### src/rtl/i2c_slave.sv
// I2C target with 2-FF synchronizers, glitch filters, clock stretching on reads
// and a byte-wide streaming interface for received and transmitted data.
module i2c_slave #(
    parameter logic [6:0]  SLAVE_ADDR = 7'h50,
    parameter int unsigned FILTER_LEN = 3
) (
    input  logic       clk_i,
    input  logic       arstn_i,
    input  logic       scl_pad_i,
    output logic       scl_pad_o,
    output logic       scl_padoen_o,
    input  logic       sda_pad_i,
    output logic       sda_pad_o,
    output logic       sda_padoen_o,
    input  logic [7:0] tx_data_i,
    input  logic       tx_valid_i,
    output logic       tx_ready_o,
    output logic [7:0] rx_data_o,
    output logic       rx_valid_o,
    output logic       start_o,
    output logic       stop_o,
    output logic       busy_o,
    output logic       rw_o
);

    localparam int unsigned CW = (FILTER_LEN > 2) ? $clog2(FILTER_LEN) : 1;
    localparam logic [CW-1:0] CNT_MAX = CW'(FILTER_LEN - 1);

    typedef enum logic [2:0] {
        IDLE,
        ADDR,
        ADDR_ACK,
        WRITE,
        WR_ACK,
        READ,
        RD_ACK
    } state_t;

    logic          scl_s1, scl_s2, sda_s1, sda_s2;
    logic          scl_f, sda_f, scl_prev, sda_prev;
    logic [CW-1:0] scl_cnt, sda_cnt;
    logic          scl_rise, scl_fall, start_det, stop_det;

    state_t      state, state_d;
    logic [3:0]  bit_cnt, bit_cnt_d;
    logic [7:0]  shreg, shreg_d;
    logic        ack_phase, ack_phase_d;
    logic        load_req, load_req_d;
    logic        sda_oen_d, scl_oen_d;
    logic [7:0]  rx_data_d;
    logic        rx_valid_d, busy_d, rw_d;

    assign scl_pad_o = 1'b0;
    assign sda_pad_o = 1'b0;

    // A level change is accepted only after FILTER_LEN consecutive differing samples.
    always_ff @(posedge clk_i or negedge arstn_i) begin
        if (!arstn_i) begin
            scl_s1   <= 1'b1;
            scl_s2   <= 1'b1;
            sda_s1   <= 1'b1;
            sda_s2   <= 1'b1;
            scl_f    <= 1'b1;
            sda_f    <= 1'b1;
            scl_prev <= 1'b1;
            sda_prev <= 1'b1;
            scl_cnt  <= '0;
            sda_cnt  <= '0;
        end else begin
            scl_s1   <= scl_pad_i;
            scl_s2   <= scl_s1;
            sda_s1   <= sda_pad_i;
            sda_s2   <= sda_s1;
            scl_prev <= scl_f;
            sda_prev <= sda_f;
            if (scl_s2 == scl_f) begin
                scl_cnt <= '0;
            end else if (scl_cnt == CNT_MAX) begin
                scl_f   <= scl_s2;
                scl_cnt <= '0;
            end else begin
                scl_cnt <= scl_cnt + 1'b1;
            end
            if (sda_s2 == sda_f) begin
                sda_cnt <= '0;
            end else if (sda_cnt == CNT_MAX) begin
                sda_f   <= sda_s2;
                sda_cnt <= '0;
            end else begin
                sda_cnt <= sda_cnt + 1'b1;
            end
        end
    end

    assign scl_rise  = scl_f & ~scl_prev;
    assign scl_fall  = ~scl_f & scl_prev;
    assign start_det = scl_f & scl_prev & sda_prev & ~sda_f;
    assign stop_det  = scl_f & scl_prev & ~sda_prev & sda_f;

    // The handshake completes in the cycle the pending load sees valid data.
    assign tx_ready_o = (state == READ) && load_req && tx_valid_i;

    always_ff @(posedge clk_i or negedge arstn_i) begin
        if (!arstn_i) begin
            state        <= IDLE;
            bit_cnt      <= '0;
            shreg        <= '0;
            ack_phase    <= 1'b0;
            load_req     <= 1'b0;
            sda_padoen_o <= 1'b1;
            scl_padoen_o <= 1'b1;
            rx_data_o    <= '0;
            rx_valid_o   <= 1'b0;
            busy_o       <= 1'b0;
            rw_o         <= 1'b0;
            start_o      <= 1'b0;
            stop_o       <= 1'b0;
        end else begin
            state        <= state_d;
            bit_cnt      <= bit_cnt_d;
            shreg        <= shreg_d;
            ack_phase    <= ack_phase_d;
            load_req     <= load_req_d;
            sda_padoen_o <= sda_oen_d;
            scl_padoen_o <= scl_oen_d;
            rx_data_o    <= rx_data_d;
            rx_valid_o   <= rx_valid_d;
            busy_o       <= busy_d;
            rw_o         <= rw_d;
            start_o      <= start_det;
            stop_o       <= stop_det;
        end
    end

    always_comb begin
        state_d     = state;
        bit_cnt_d   = bit_cnt;
        shreg_d     = shreg;
        ack_phase_d = ack_phase;
        load_req_d  = load_req;
        sda_oen_d   = sda_padoen_o;
        scl_oen_d   = 1'b1;
        rx_data_d   = rx_data_o;
        rx_valid_d  = 1'b0;
        busy_d      = busy_o;
        rw_d        = rw_o;

        if (stop_det) begin
            state_d     = IDLE;
            busy_d      = 1'b0;
            sda_oen_d   = 1'b1;
            load_req_d  = 1'b0;
            bit_cnt_d   = '0;
            ack_phase_d = 1'b0;
        end else if (start_det) begin
            state_d     = ADDR;
            sda_oen_d   = 1'b1;
            load_req_d  = 1'b0;
            bit_cnt_d   = '0;
            ack_phase_d = 1'b0;
        end else begin
            case (state)
                IDLE: ;
                ADDR: begin
                    if (scl_rise) begin
                        shreg_d   = {shreg[6:0], sda_f};
                        bit_cnt_d = bit_cnt + 4'd1;
                        if (bit_cnt == 4'd7) begin
                            bit_cnt_d = '0;
                            if (shreg[6:0] == SLAVE_ADDR) begin
                                state_d = ADDR_ACK;
                                rw_d    = sda_f;
                                busy_d  = 1'b1;
                            end else begin
                                state_d = IDLE;
                                busy_d  = 1'b0;
                            end
                        end
                    end
                end
                // First falling edge starts the ACK drive, the second one ends it.
                ADDR_ACK, WR_ACK: begin
                    if (scl_fall) begin
                        if (!ack_phase) begin
                            ack_phase_d = 1'b1;
                            sda_oen_d   = 1'b0;
                        end else begin
                            ack_phase_d = 1'b0;
                            sda_oen_d   = 1'b1;
                            bit_cnt_d   = '0;
                            if (state == WR_ACK || !rw_o) begin
                                state_d = WRITE;
                            end else begin
                                state_d    = READ;
                                load_req_d = 1'b1;
                            end
                        end
                    end
                end
                WRITE: begin
                    if (scl_rise) begin
                        shreg_d   = {shreg[6:0], sda_f};
                        bit_cnt_d = bit_cnt + 4'd1;
                        if (bit_cnt == 4'd7) begin
                            rx_data_d  = {shreg[6:0], sda_f};
                            rx_valid_d = 1'b1;
                            bit_cnt_d  = '0;
                            state_d    = WR_ACK;
                        end
                    end
                end
                READ: begin
                    if (load_req) begin
                        if (tx_valid_i) begin
                            shreg_d    = tx_data_i;
                            sda_oen_d  = tx_data_i[7];
                            load_req_d = 1'b0;
                        end else begin
                            scl_oen_d = 1'b0;
                        end
                    end else if (scl_rise) begin
                        bit_cnt_d = bit_cnt + 4'd1;
                    end else if (scl_fall) begin
                        if (bit_cnt == 4'd8) begin
                            sda_oen_d   = 1'b1;
                            bit_cnt_d   = '0;
                            ack_phase_d = 1'b0;
                            state_d     = RD_ACK;
                        end else begin
                            shreg_d   = {shreg[6:0], 1'b0};
                            sda_oen_d = shreg[6];
                        end
                    end
                end
                RD_ACK: begin
                    if (scl_rise) begin
                        if (sda_f) begin
                            state_d = IDLE;
                        end else begin
                            ack_phase_d = 1'b1;
                        end
                    end else if (scl_fall && ack_phase) begin
                        ack_phase_d = 1'b0;
                        load_req_d  = 1'b1;
                        state_d     = READ;
                    end
                end
                default: state_d = IDLE;
            endcase
        end
    end

endmodule
### config.mk
export PLATFORM = sky130hd
export DESIGN_NAME = i2c_slave
export DESIGN_NICKNAME = d
export VERILOG_FILES = /design/src/rtl/i2c_slave.sv
export SDC_FILE = /design/constraint.sdc
export NUM_CORES = 1
export LEC_CHECK = 0
export CAP_MARGIN = 20
export CELL_PAD_IN_SITES_DETAIL_PLACEMENT = 0
export CELL_PAD_IN_SITES_GLOBAL_PLACEMENT = 1
export CORE_MARGIN = 4
export CORE_UTILIZATION = 42
export CTS_BUF_LIST = sky130_fd_sc_hd__clkbuf_4 sky130_fd_sc_hd__clkbuf_8
export DETAILED_ROUTE_END_ITERATION = 6
export PLACE_DENSITY_LB_ADDON = 0.1
export SLEW_MARGIN = 10
export SYNTH_ARGS = -nofsm -noshare
export SYNTH_HDL_FRONTEND = slang
export SYNTH_SLANG_ARGS = --single-unit
### constraint.sdc
create_clock -name clk_i -period 4 [get_ports clk_i]
set_input_delay 0.8 -clock clk_i [delete_from_list [all_inputs] [get_ports clk_i]]
set_output_delay 0.8 -clock clk_i [all_outputs]
set_load 0.01 [all_outputs]
== Yosys cells after proc, flatten, opt, wreduce, memory -nomap -nowiden ==
Cells that the tools add are included.
Word-level totals
  register bits: 43
Operators by class
  add/sub/neg operators: 3
  equality and inequality tests: 42
  bitwise operators: 15
  reduce and logical (&&, ||, !) cells: 26
  muxes and demuxes: 88
Operators with widths (count)
  $mux 3: 16
  $ne 4x4->1 const B: 12
  $mux 1: 45
  $mux 7: 6
  $mux 4: 10
  $ne 5x5->1 const B: 7
  $pmux 3 s6: 1
  $reduce_and 8->1: 2
  $ne 3x3->1 const B: 5
  $pmux 7 s2: 1
  $reduce_and 13->1: 1
  $pmux 4 s3: 1
  $reduce_and 6->1: 2
  $mux 2: 5
  $reduce_and 5->1: 2
  $reduce_bool 5->1: 2
  $eq 3x3->1 const B: 3
  $not 1->1: 8
  $reduce_bool 2->1: 4
  $and 1x1->1: 7
  $eq 7x7->1 const B: 1
  $reduce_and 7->1: 1
  $eq 3x2->1 const B: 2
  $pmux 1 s3: 2
  other kinds (20): 28

== Depth between registers and ports, before layout ==
Gate-level depths: netlist (run 1).
  depth in word-level cells: 8
  gate-level depth with buffers: 9
  mapped depth without buffers: 7

== Worst setup path before layout (run 1) ==
No wires, ideal clock.
  path type: register to register
  start point: reg scl_f
  end point: reg state[0]
  period minus slack after synthesis: 2164 ps
  setup slack: 1836 ps
  cell stages (with the launch flop): 8
  setup time: 125 ps
  arrival time: 2040 ps
  cells stage by stage: dfstp_2 -> inv_1 -> ha_1 -> or3b_2 -> o311ai_0 -> a22oi_1 -> o221ai_1 -> mux2_2
On the way
  longest elaborated chain between the ends: 5
  elaborated cells on any way between the ends: 27
Ends and longest elaborated chain
  start: declaration: line 40  | logic scl_f, sda_f, scl_prev, sda_prev;
  start signal: assignment: line 79  | scl_f <= scl_s2;
  $and 1x1->1, or another cell as far along: line 97, 98
  $and 1x1->1, or another cell as far along (2 in series): line 97  | assign start_det = scl_f & scl_prev & sda_prev & ~sda_f;
  $ne 5x5->1 (no line), or another cell as far along
  $reduce_and 13->1 (no line) / $mux 3 (equally long branches)
  end signal: assignment: line 119  | state <= state_d;
  end: declaration: line 44  | state_t state, state_d;
Parallel ways exist; a longest one is shown, timed or not.
A chain may end at the register's enable or synchronous reset.

== Worst setup path after layout (run 1) ==
  start point: reg state[0]
  end point: out tx_ready_o
On the way
  longest elaborated chain between the ends: 3
Ends and longest elaborated chain
  $eq 3x3->1: line 101  | assign tx_ready_o = (state == READ) && load_req && tx_valid_i;
  $logic_and 1x1->1 (2 in series): line 101
  end: declaration: line 17  | output logic tx_ready_o,
No other way between the ends.

==> results of run 1 <==
==> worst min path at each step <==
| stage | startpoint | end | cells after the start |
|---|---|---|---|
| 6_report | scl_s1$_DFF_PN1_ | scl_s2$_DFF_PN1_ | 0 |
| 5_1_grt | scl_s1$_DFF_PN1_ | scl_s2$_DFF_PN1_ | 0 |
| 4_1_cts | scl_s1$_DFF_PN1_ | scl_s2$_DFF_PN1_ | 0 |
| 3_5_place_dp | scl_s1$_DFF_PN1_ | scl_s2$_DFF_PN1_ | 0 |
| 3_3_place_gp | scl_s1$_DFF_PN1_ | scl_s2$_DFF_PN1_ | 0 |
| 2_1_floorplan | scl_s1$_DFF_PN1_ | scl_s2$_DFF_PN1_ | 0 |
==> cell type report <==
class	instances	share of cell area
tap	70	0.0317
clock inverter	3	0.0245
clock buffer	5	0.0249
sequential	43	0.394
timing repair buffer	30	0.110
inverter	10	0.0136
multi-input combinational	149	0.401
==> worst max-delay path, stage by stage, from the launching register on <==
cell and delay, ns:
dfrtp_1 0.88, nand4_1 0.16, buf_4 0.22, nor2_1 0.09
clkdlybuf4s50_1 0.54
==> cells in the mapped netlist (3+ instances only) <==
cell,count,area (um2)
dfrtp_1,33,826
nand2_1,11,41.3
a21oi_1,6,30.0
o21ai_0,11,55.1
nand3b_1,4,30.0
clkbuf_1,5,18.8
nor2_1,13,48.8
inv_1,10,37.5
dfstp_2,10,263
mux2_2,26,293
nor3_1,8,40.0
buf_4,3,22.5
a31oi_1,3,18.8
ha_1,5,62.6
and2_1,3,18.8
nand2b_1,4,25.0
nor2b_1,4,25.0
nand3_1,6,30.0
buf_2,4,20.0
==> logic make-up after synthesis <==
group	synth area share
buffers and inverters	0.0478
other	0.00163
and+or+nand+nor	0.165
AOI/OAI and AO/OA	0.135
adders and majority gates	0.0272
DFF	0.473
xor gates and xnor gates	0.0147
muxes	0.136
==> per-stage QoR <==
step	instance area (um2)	utilization	std cells
final	2760	0.531	310
after global routing	2760	0.531	310
after CTS	2740	0.527	309
after detailed placement	2610	0.500	301
after global placement	2610	0.500	301
after floorplan	2310	-	215
==> layer usage <==
metal,track usage,vias up,share of wire
li1,-,810,-
met1,0.217,849,0.45
met2,0.266,47,0.49
met3,0.0373,6,0.050
met4,0.0615,0,0.015
met5,0,-,0
==> state kept, by name, summed over array words and instances (netlist names), 2 cells and up <==
signal / count
state: 3
shreg: 7
rx_data_o: 8
scl_cnt: 2
bit_cnt: 4
sda_cnt: 2
==> power breakdown <==
part           total [uW]  switching, uW  internal [uW]
Sequential            641            110            531
Combinational         316            156            160
Clock                 404            155            249
==> impl_metrics.py, run 1 <==
metrics = {
    "grt": {
        "grt_pass1_vias": 1740,
        "grt_max_degree": 44,
        "grt_remaining_overflow": 0,
        "antenna_found_initial": 0,
        "grt_use_total": 0.165,
        "grt_pass1_wl_um": 8470,
    },
    "worst_setup_path": {
        "path_max_fanout": 27,
        "worstPathRequired_ns": 3.20,
        "r2r_slack_ns": 1.59,
        "reg2reg_from": "scl_f$_DFFE_PN1P_",
        "worstSetupPathType": "reg -> out",
        "setup.worst_path.end": "tx_ready_o",
        "crit_arrival_ns": 2.20,
        "ff2ff_path_depth": 7,
        "cp-start-kind": "flop",
        "cp-end-kind": "primary output",
        "critPathLaunch": "state[0]$_DFFE_PN0P_",
        "timing.rr.end": "state[2]$_DFFE_PN0P_",
    },
    "logic_synthesis": {
        "synth_cell_types": 51,
        "syn_inst": 214,
        "synth_edf_count": 0,
        "synthFlopType": "dfrtp_1",
        "yosysSeqAreaShare": 0.473,
        "synthesis.area_mm2": 0.00230,
        "synth-seq-cells": 43,
        "synth_area_per_cell_um2": 10.8,
        "async_flop_share": 1.00,
        "yosys_warnings": 0,
    },
    "final_layout": {
        "fill_cells": 487,
        "final_cell_mix": "dfrtp_1, clkdlybuf4s50_1, mux2_2, nor2_1",
        "multi_input_area_mm2": 0.00111,
        "layout-drive-gt1-share": 0.233,
        "area_growth_pct": 19.9,
        "num-nets-final": 257,
        "antenna_cells": 0,
        "seqCellArea_mm2": 0.00109,
        "layout_commonest_cell": "dfrtp_1",
    },
    "sta": {
        "min_period_ns": 3.00,
        "setup_tns_ns": 0,
        "clock.fmax_ghz": 0.334,
        "fin_ws_ns": 1.00,
        "hold_viol": 0,
        "period_share": 0.749,
        "grt_setup_unrepaired": "no",
        "report.final.slew_viol_count": 0,
        "worst_pin_slew_ns": 0.818,
        "max-slew-margin-rel": 0.455,
        "setup_viol": 0,
        "hold-worst-slack_ns": 0.355,
        "finalClockSkew_ns": 0.00455,
    },
    "clocking": {
        "clock-root-buffer": "clkbuf_8",
        "post_cts_resize_count": 0,
        "cts_hold_buf": 0,
        "cts_tree": "done",
        "cts_setup_buffers": 0,
        "cts.sinks": 43,
        "clock_latency_ns": 0.30,
        "cts-buffers-inserted": 5,
        "cts_buffer_depth": 2,
        "cts_max_level": 2,
        "clk_pin_slew_ns": 0.08,
    },
    "outcome": {
        "run_status": "complete, no violations",
    },
    "route": {
        "drc": 0,
        "dr.pass1.iters": 4,
        "vias": 1712,
        "ant_nets": 0,
        "viasPerCell": 5.52,
        "first_iter_violations": 153,
        "wirelength_um": 4910,
        "wl_per_cell_um": 15.8,
    },
    "floorplan": {
        "die_y_um": 82.1,
        "num_io_pins": 31,
        "fp-row-count": 26,
        "initial_core_util": 0.443,
        "dieWidth_um": 82.1,
        "die_area_mm2": 0.00673,
        "coreArea_mm2": 0.00520,
    },
    "pwr": {
        "ir_worst_vdd_mv": 0.390,
        "p_per_area_mw_per_mm2": 493,
        "p_total_uw": 1360,
        "p_leak_uw": 0.00114,
    },
    "job": {
        "max-cap-violations": 0,
    },
    "hold_path": {
        "hold_class": "reg -> reg",
    },
    "placed_design": {
        "io_buffers": 28,
        "place_hpwl_um": 3450,
        "place.gp.congestion": 0.854,
        "place_ws_ns": 1.14,
    },
}
No activity file was read; power rests on OpenSTA's default activity.
==> run 2, diff against run 1 <==
==> constraint.sdc (replaced) <==
create_clock -name clk_i -period 2.8 [get_ports clk_i]
set_input_delay 0.56 -clock clk_i [delete_from_list [all_inputs] [get_ports clk_i]]
set_output_delay 0.56 -clock clk_i [all_outputs]
set_load 0.01 [all_outputs]
==> run 2 against run 1 <==
Net effect: die area is the same; critical path depth did not move; worst setup slack got worse by 0.64 ns; routed wire length shrank 0.31%; count of clock-buffer cells in the layout unchanged; final area is 0.77% lower; non-clock buffer count up 2; final cell count grew 0.65%; largest power group unchanged.
==> impl_metrics.py, run 2 (synthesis results as in run 1) <==
metrics = {
    "route": {
        "viasPerCell": 5.51,
        "first_iter_violations": 165,
        "wl_per_cell_um": 15.7,
        "drc": 0,
        "vias": 1718,
        "wirelength_um": 4900,
        "dr.pass1.iters": 5,
        "ant_nets": 0,
    },
    "sta": {
        "clock.fmax_ghz": 0.410,
        "finalClockSkew_ns": 0.00610,
        "setup_viol": 0,
        "grt_setup_unrepaired": "no",
        "hold_viol": 0,
        "report.final.slew_viol_count": 0,
        "setup_tns_ns": 0,
        "period_share": 0.871,
        "worst_pin_slew_ns": 0.957,
        "min_period_ns": 2.44,
        "hold-worst-slack_ns": 0.359,
        "max-slew-margin-rel": 0.362,
    },
    "floorplan": {
        "initial_core_util": 0.443,
        "die_y_um": 82.1,
        "coreArea_mm2": 0.00520,
        "num_io_pins": 31,
        "dieWidth_um": 82.1,
        "fp-row-count": 26,
        "die_area_mm2": 0.00673,
    },
    "clocking": {
        "cts_tree": "done",
        "clock-root-buffer": "clkbuf_8",
        "post_cts_resize_count": 0,
        "cts.sinks": 43,
        "clk_pin_slew_ns": 0.08,
        "cts-buffers-inserted": 5,
        "clock_latency_ns": 0.29,
        "cts_hold_buf": 0,
        "cts_buffer_depth": 2,
        "cts_max_level": 2,
        "cts_setup_buffers": 0,
    },
    "worst_setup_path": {
        "path_cells": "inv_1, nand4_1, nor2_1, clkdlybuf4s50_1",
        "worstPathRequired_ns": 2.24,
        "cp-start-kind": "flop",
        "crit_arrival_ns": 1.88,
        "cp-end-kind": "primary output",
        "path_buf_inv": 2,
        "path_max_fanout": 16,
        "critical-path-max-stage-delay_ns": 0.55,
        "cp_top_family": "buffers and inverters",
        "worstSetupPathType": "reg -> out",
        "slowest_stage": "dfrtp_1",
    },
    "grt": {
        "grt_use_total": 0.155,
        "grt_pass1_vias": 1660,
        "grt_max_degree": 44,
        "grt_pass1_wl_um": 7980,
        "grt_remaining_overflow": 0,
        "antenna_found_initial": 0,
    },
    "pwr": {
        "ir_worst_vdd_mv": 0.363,
        "p_per_area_mw_per_mm2": 675,
        "p_total_uw": 1850,
        "p_leak_uw": 0.00114,
    },
    "outcome": {
        "run_status": "complete, no violations",
    },
    "job": {
        "max-cap-violations": 0,
    },
    "final_layout": {
        "area_growth_pct": 19.0,
        "final_area_mm2": 0.00274,
        "final_cell_mix": "dfrtp_1, clkdlybuf4s50_1, mux2_2, nor2_1",
        "final_core_util": 0.526,
        "antenna_cells": 0,
        "largest_reg_flops": 8,
        "max_flop_register": "rx_data_o",
        "layout_commonest_cell": "dfrtp_1",
        "layout-drive-gt1-share": 0.240,
        "num-nets-final": 259,
        "reg_top3": "rx_data_o: 8 flops, shreg: 7 flops, bit_cnt: 4 flops",
    },
    "placed_design": {
        "dpl_cell_area_mm2": 0.00263,
        "place_hpwl_um": 3500,
        "place.gp.congestion": 0.881,
        "io_buffers": 28,
    },
    "hold_path": {
        "hold_class": "reg -> reg",
    },
}
## run 2: cell type report
type	instances	area [um2]
fill	482	2460
inverter	10	37.5
clock buffer	5	68.8
multi-input combinational	149	1110
sequential	43	1090
tap	70	87.6
timing repair buffer	32	305
clock inverter	3	43.8
## run 2: worst paths after layout
path / start / slack (ns) / cells after the start / endpoint
min in group asynchronous: arstn_i / 0.41 / 1 / scl_cnt[1]$_DFF_PN0_
min reg2reg: sda_s1$_DFF_PN1_ / 0.36 / 0 / sda_s2$_DFF_PN1_
max: state[1]$_DFFE_PN0P_ / 0.36 / 4 / tx_ready_o
max in group asynchronous: arstn_i / 1.79 / 1 / bit_cnt[2]$_DFFE_PN0P_
max reg2reg: scl_f$_DFFE_PN1P_ / 0.42 / 7 / state[2]$_DFFE_PN0P_
min: sda_s1$_DFF_PN1_ / 0.36 / 0 / sda_s2$_DFF_PN1_
## run 2: metrics by stage
step / cells / setup WS [ns]
after CTS: 312 / 0.346
after detailed placement: 304 / 0.407
after floorplan: 215 / 0.636
final: 312 / 0.362
after global routing: 312 / 0.266
after global placement: 304 / 0.426
## run 2: routing by layer
metal  vias to the layer above  GRT usage  part of all wire
met5                         -          0                 0
met4                         0     0.0581             0.011
met3                         8     0.0307             0.037
met2                        46      0.251              0.49
met1                       840      0.206              0.46
li1                        824          -                 -
## run 2: power by group
part	internal, uW	switching [uW]	total [uW]
combinational	231	237	468
sequential	759	142	901
clock	265	214	479
==> run 3, diff against run 2 <==
==> constraint.sdc (replaced) <==
create_clock -name clk_i -period 3 [get_ports clk_i]
set_input_delay 0.6 -clock clk_i [delete_from_list [all_inputs] [get_ports clk_i]]
set_output_delay 0.6 -clock clk_i [all_outputs]
set_load 0.01 [all_outputs]
==> run 3 against run 2 <==
Net effect: register-to-register slack better by 0.21 ns; worst setup slack better by 0.044 ns; sequential cell count unchanged; global-route usage up 0.17 points; largest cell class unchanged; critical path type unchanged; critical path depth down 1; critical endpoint unchanged.
==> impl_metrics.py, run 3 (synthesis results as in run 1) <==
metrics = {
    "placed_design": {
        "place.gp.congestion": 0.876,
        "place_hpwl_um": 3490,
        "io_buffers": 28,
        "place_ws_ns": 0.548,
    },
    "worst_setup_path": {
        "cp-start-kind": "flop",
        "critical-path-max-stage-delay_ns": 0.79,
        "worstPathRequired_ns": 2.40,
        "slowest_stage": "dfrtp_1",
        "setup.worst_path.end": "tx_ready_o",
        "crit_arrival_ns": 1.99,
        "cp-end-kind": "primary output",
        "critPathLaunch": "state[2]$_DFFE_PN0P_",
        "reg2reg_from": "scl_f$_DFFE_PN1P_",
        "timing.rr.end": "state[2]$_DFFE_PN0P_",
        "path_max_fanout": 23,
        "ff2ff_path_depth": 7,
        "path_cells": "nand4_1, nor2_1, clkdlybuf4s50_1",
        "worstSetupPathType": "reg -> out",
        "r2r_slack_ns": 0.63,
    },
    "clocking": {
        "cts_hold_buf": 0,
        "post_cts_resize_count": 0,
        "cts_max_level": 2,
        "clock-root-buffer": "clkbuf_8",
        "cts_buffer_depth": 2,
        "cts.sinks": 43,
        "clk_pin_slew_ns": 0.08,
        "clock_latency_ns": 0.29,
        "cts_tree": "done",
        "cts_setup_buffers": 0,
        "cts-buffers-inserted": 5,
    },
    "pwr": {
        "p_per_area_mw_per_mm2": 632,
        "p_leak_uw": 0.00113,
        "ir_worst_vdd_mv": 0.324,
    },
    "route": {
        "dr.pass1.iters": 4,
        "first_iter_violations": 173,
        "ant_nets": 0,
        "drc": 0,
        "wirelength_um": 4830,
        "viasPerCell": 5.50,
        "vias": 1704,
        "wl_per_cell_um": 15.6,
    },
    "sta": {
        "hold-worst-slack_ns": 0.359,
        "report.final.slew_viol_count": 0,
        "finalClockSkew_ns": 0.00492,
        "clock.fmax_ghz": 0.386,
        "worst_pin_slew_ns": 0.927,
        "hold_viol": 0,
        "max-slew-margin-rel": 0.382,
        "min_period_ns": 2.59,
        "grt_setup_unrepaired": "no",
        "fin_ws_ns": 0.407,
        "period_share": 0.864,
        "setup_viol": 0,
        "setup_tns_ns": 0,
    },
    "floorplan": {
        "die_y_um": 82.1,
        "initial_core_util": 0.443,
        "fp-row-count": 26,
        "die_area_mm2": 0.00673,
        "coreArea_mm2": 0.00520,
        "num_io_pins": 31,
        "dieWidth_um": 82.1,
    },
    "grt": {
        "grt_remaining_overflow": 0,
        "grt_pass1_vias": 1657,
        "grt_pass1_wl_um": 8070,
        "grt_max_degree": 44,
        "grt_use_total": 0.157,
        "antenna_found_initial": 0,
    },
    "job": {
        "max-cap-violations": 0,
    },
    "hold_path": {
        "hold_class": "reg -> reg",
        "min_path_cells": 0,
    },
    "final_layout": {
        "layout_commonest_cell": "dfrtp_1",
        "multi_input_area_mm2": 0.00111,
        "layout-drive-gt1-share": 0.233,
        "fill_cells": 480,
        "area_growth_pct": 18.3,
        "reg_top3": "rx_data_o: 8 flops, shreg: 7 flops, bit_cnt: 4 flops",
        "max_flop_register": "rx_data_o",
        "final_cell_mix": "dfrtp_1, clkdlybuf4s50_1, mux2_2, nor2_1",
        "largest_reg_flops": 8,
        "antenna_cells": 0,
        "seqCellArea_mm2": 0.00109,
        "num-nets-final": 257,
    },
    "outcome": {
        "run_status": "complete, no violations",
    },
}
-- run 3: cell types whose count changed in the layout (fill, tap and decap cells not counted), sizes merged --
cell | previous run | this run
buf | 5 | 3
-- run 3: layout make-up --
| class | count | share of cell area |
|---|---|---|
| Clock buffer | 5 | 0.0253 |
| Clock inverter | 3 | 0.0161 |
| Inverter | 10 | 0.0138 |
| Multi-Input combinational cell | 149 | 0.407 |
| Sequential cell | 43 | 0.399 |
| Tap cell | 70 | 0.0321 |
| Timing Repair Buffer | 30 | 0.107 |
-- run 3: how the worst min path moves through the flow --
stage | to | from | slack (ns)
2_1_floorplan | ack_phase$_DFFE_PN0P_ | arstn_i | 0.30
4_1_cts | scl_s2$_DFF_PN1_ | scl_s1$_DFF_PN1_ | 0.36
3_5_place_dp | scl_s2$_DFF_PN1_ | scl_s1$_DFF_PN1_ | 0.35
5_1_grt | scl_s2$_DFF_PN1_ | scl_s1$_DFF_PN1_ | 0.37
3_3_place_gp | scl_s2$_DFF_PN1_ | scl_s1$_DFF_PN1_ | 0.35
6_report | scl_s2$_DFF_PN1_ | scl_s1$_DFF_PN1_ | 0.36
-- run 3: where the power goes --
group	switching, uW	internal [uW]
clock network	201	248
logic	221	214
registers	131	708
total	553	1170
-- run 3: metal layers --
metal,up-vias,share of wire,track usage
li1,819,-,-
met1,836,0.46,0.218
met2,44,0.49,0.247
met3,5,0.039,0.0318
met4,0,0.0087,0.0465
met5,-,0,0
-- run 3: critical path, delay by kind of cell (launching register included) --
family	cells	cell delay, ns
buf+inv	1	0.55
flops	1	0.79
simple gates	2	0.37
-- run 3: metrics by stage --
| stage | cell area (um2) | util | total power [uW] | cells |
|---|---|---|---|---|
| global placement | 2610 | 0.502 | 1270 | 302 |
| detailed placement | 2610 | 0.502 | 1290 | 302 |
| global route | 2730 | 0.524 | 1840 | 310 |
| CTS | 2730 | 0.524 | 1750 | 310 |
| floorplan | 2310 | - | 1170 | 215 |
| finish | 2730 | 0.524 | 1720 | 310 |
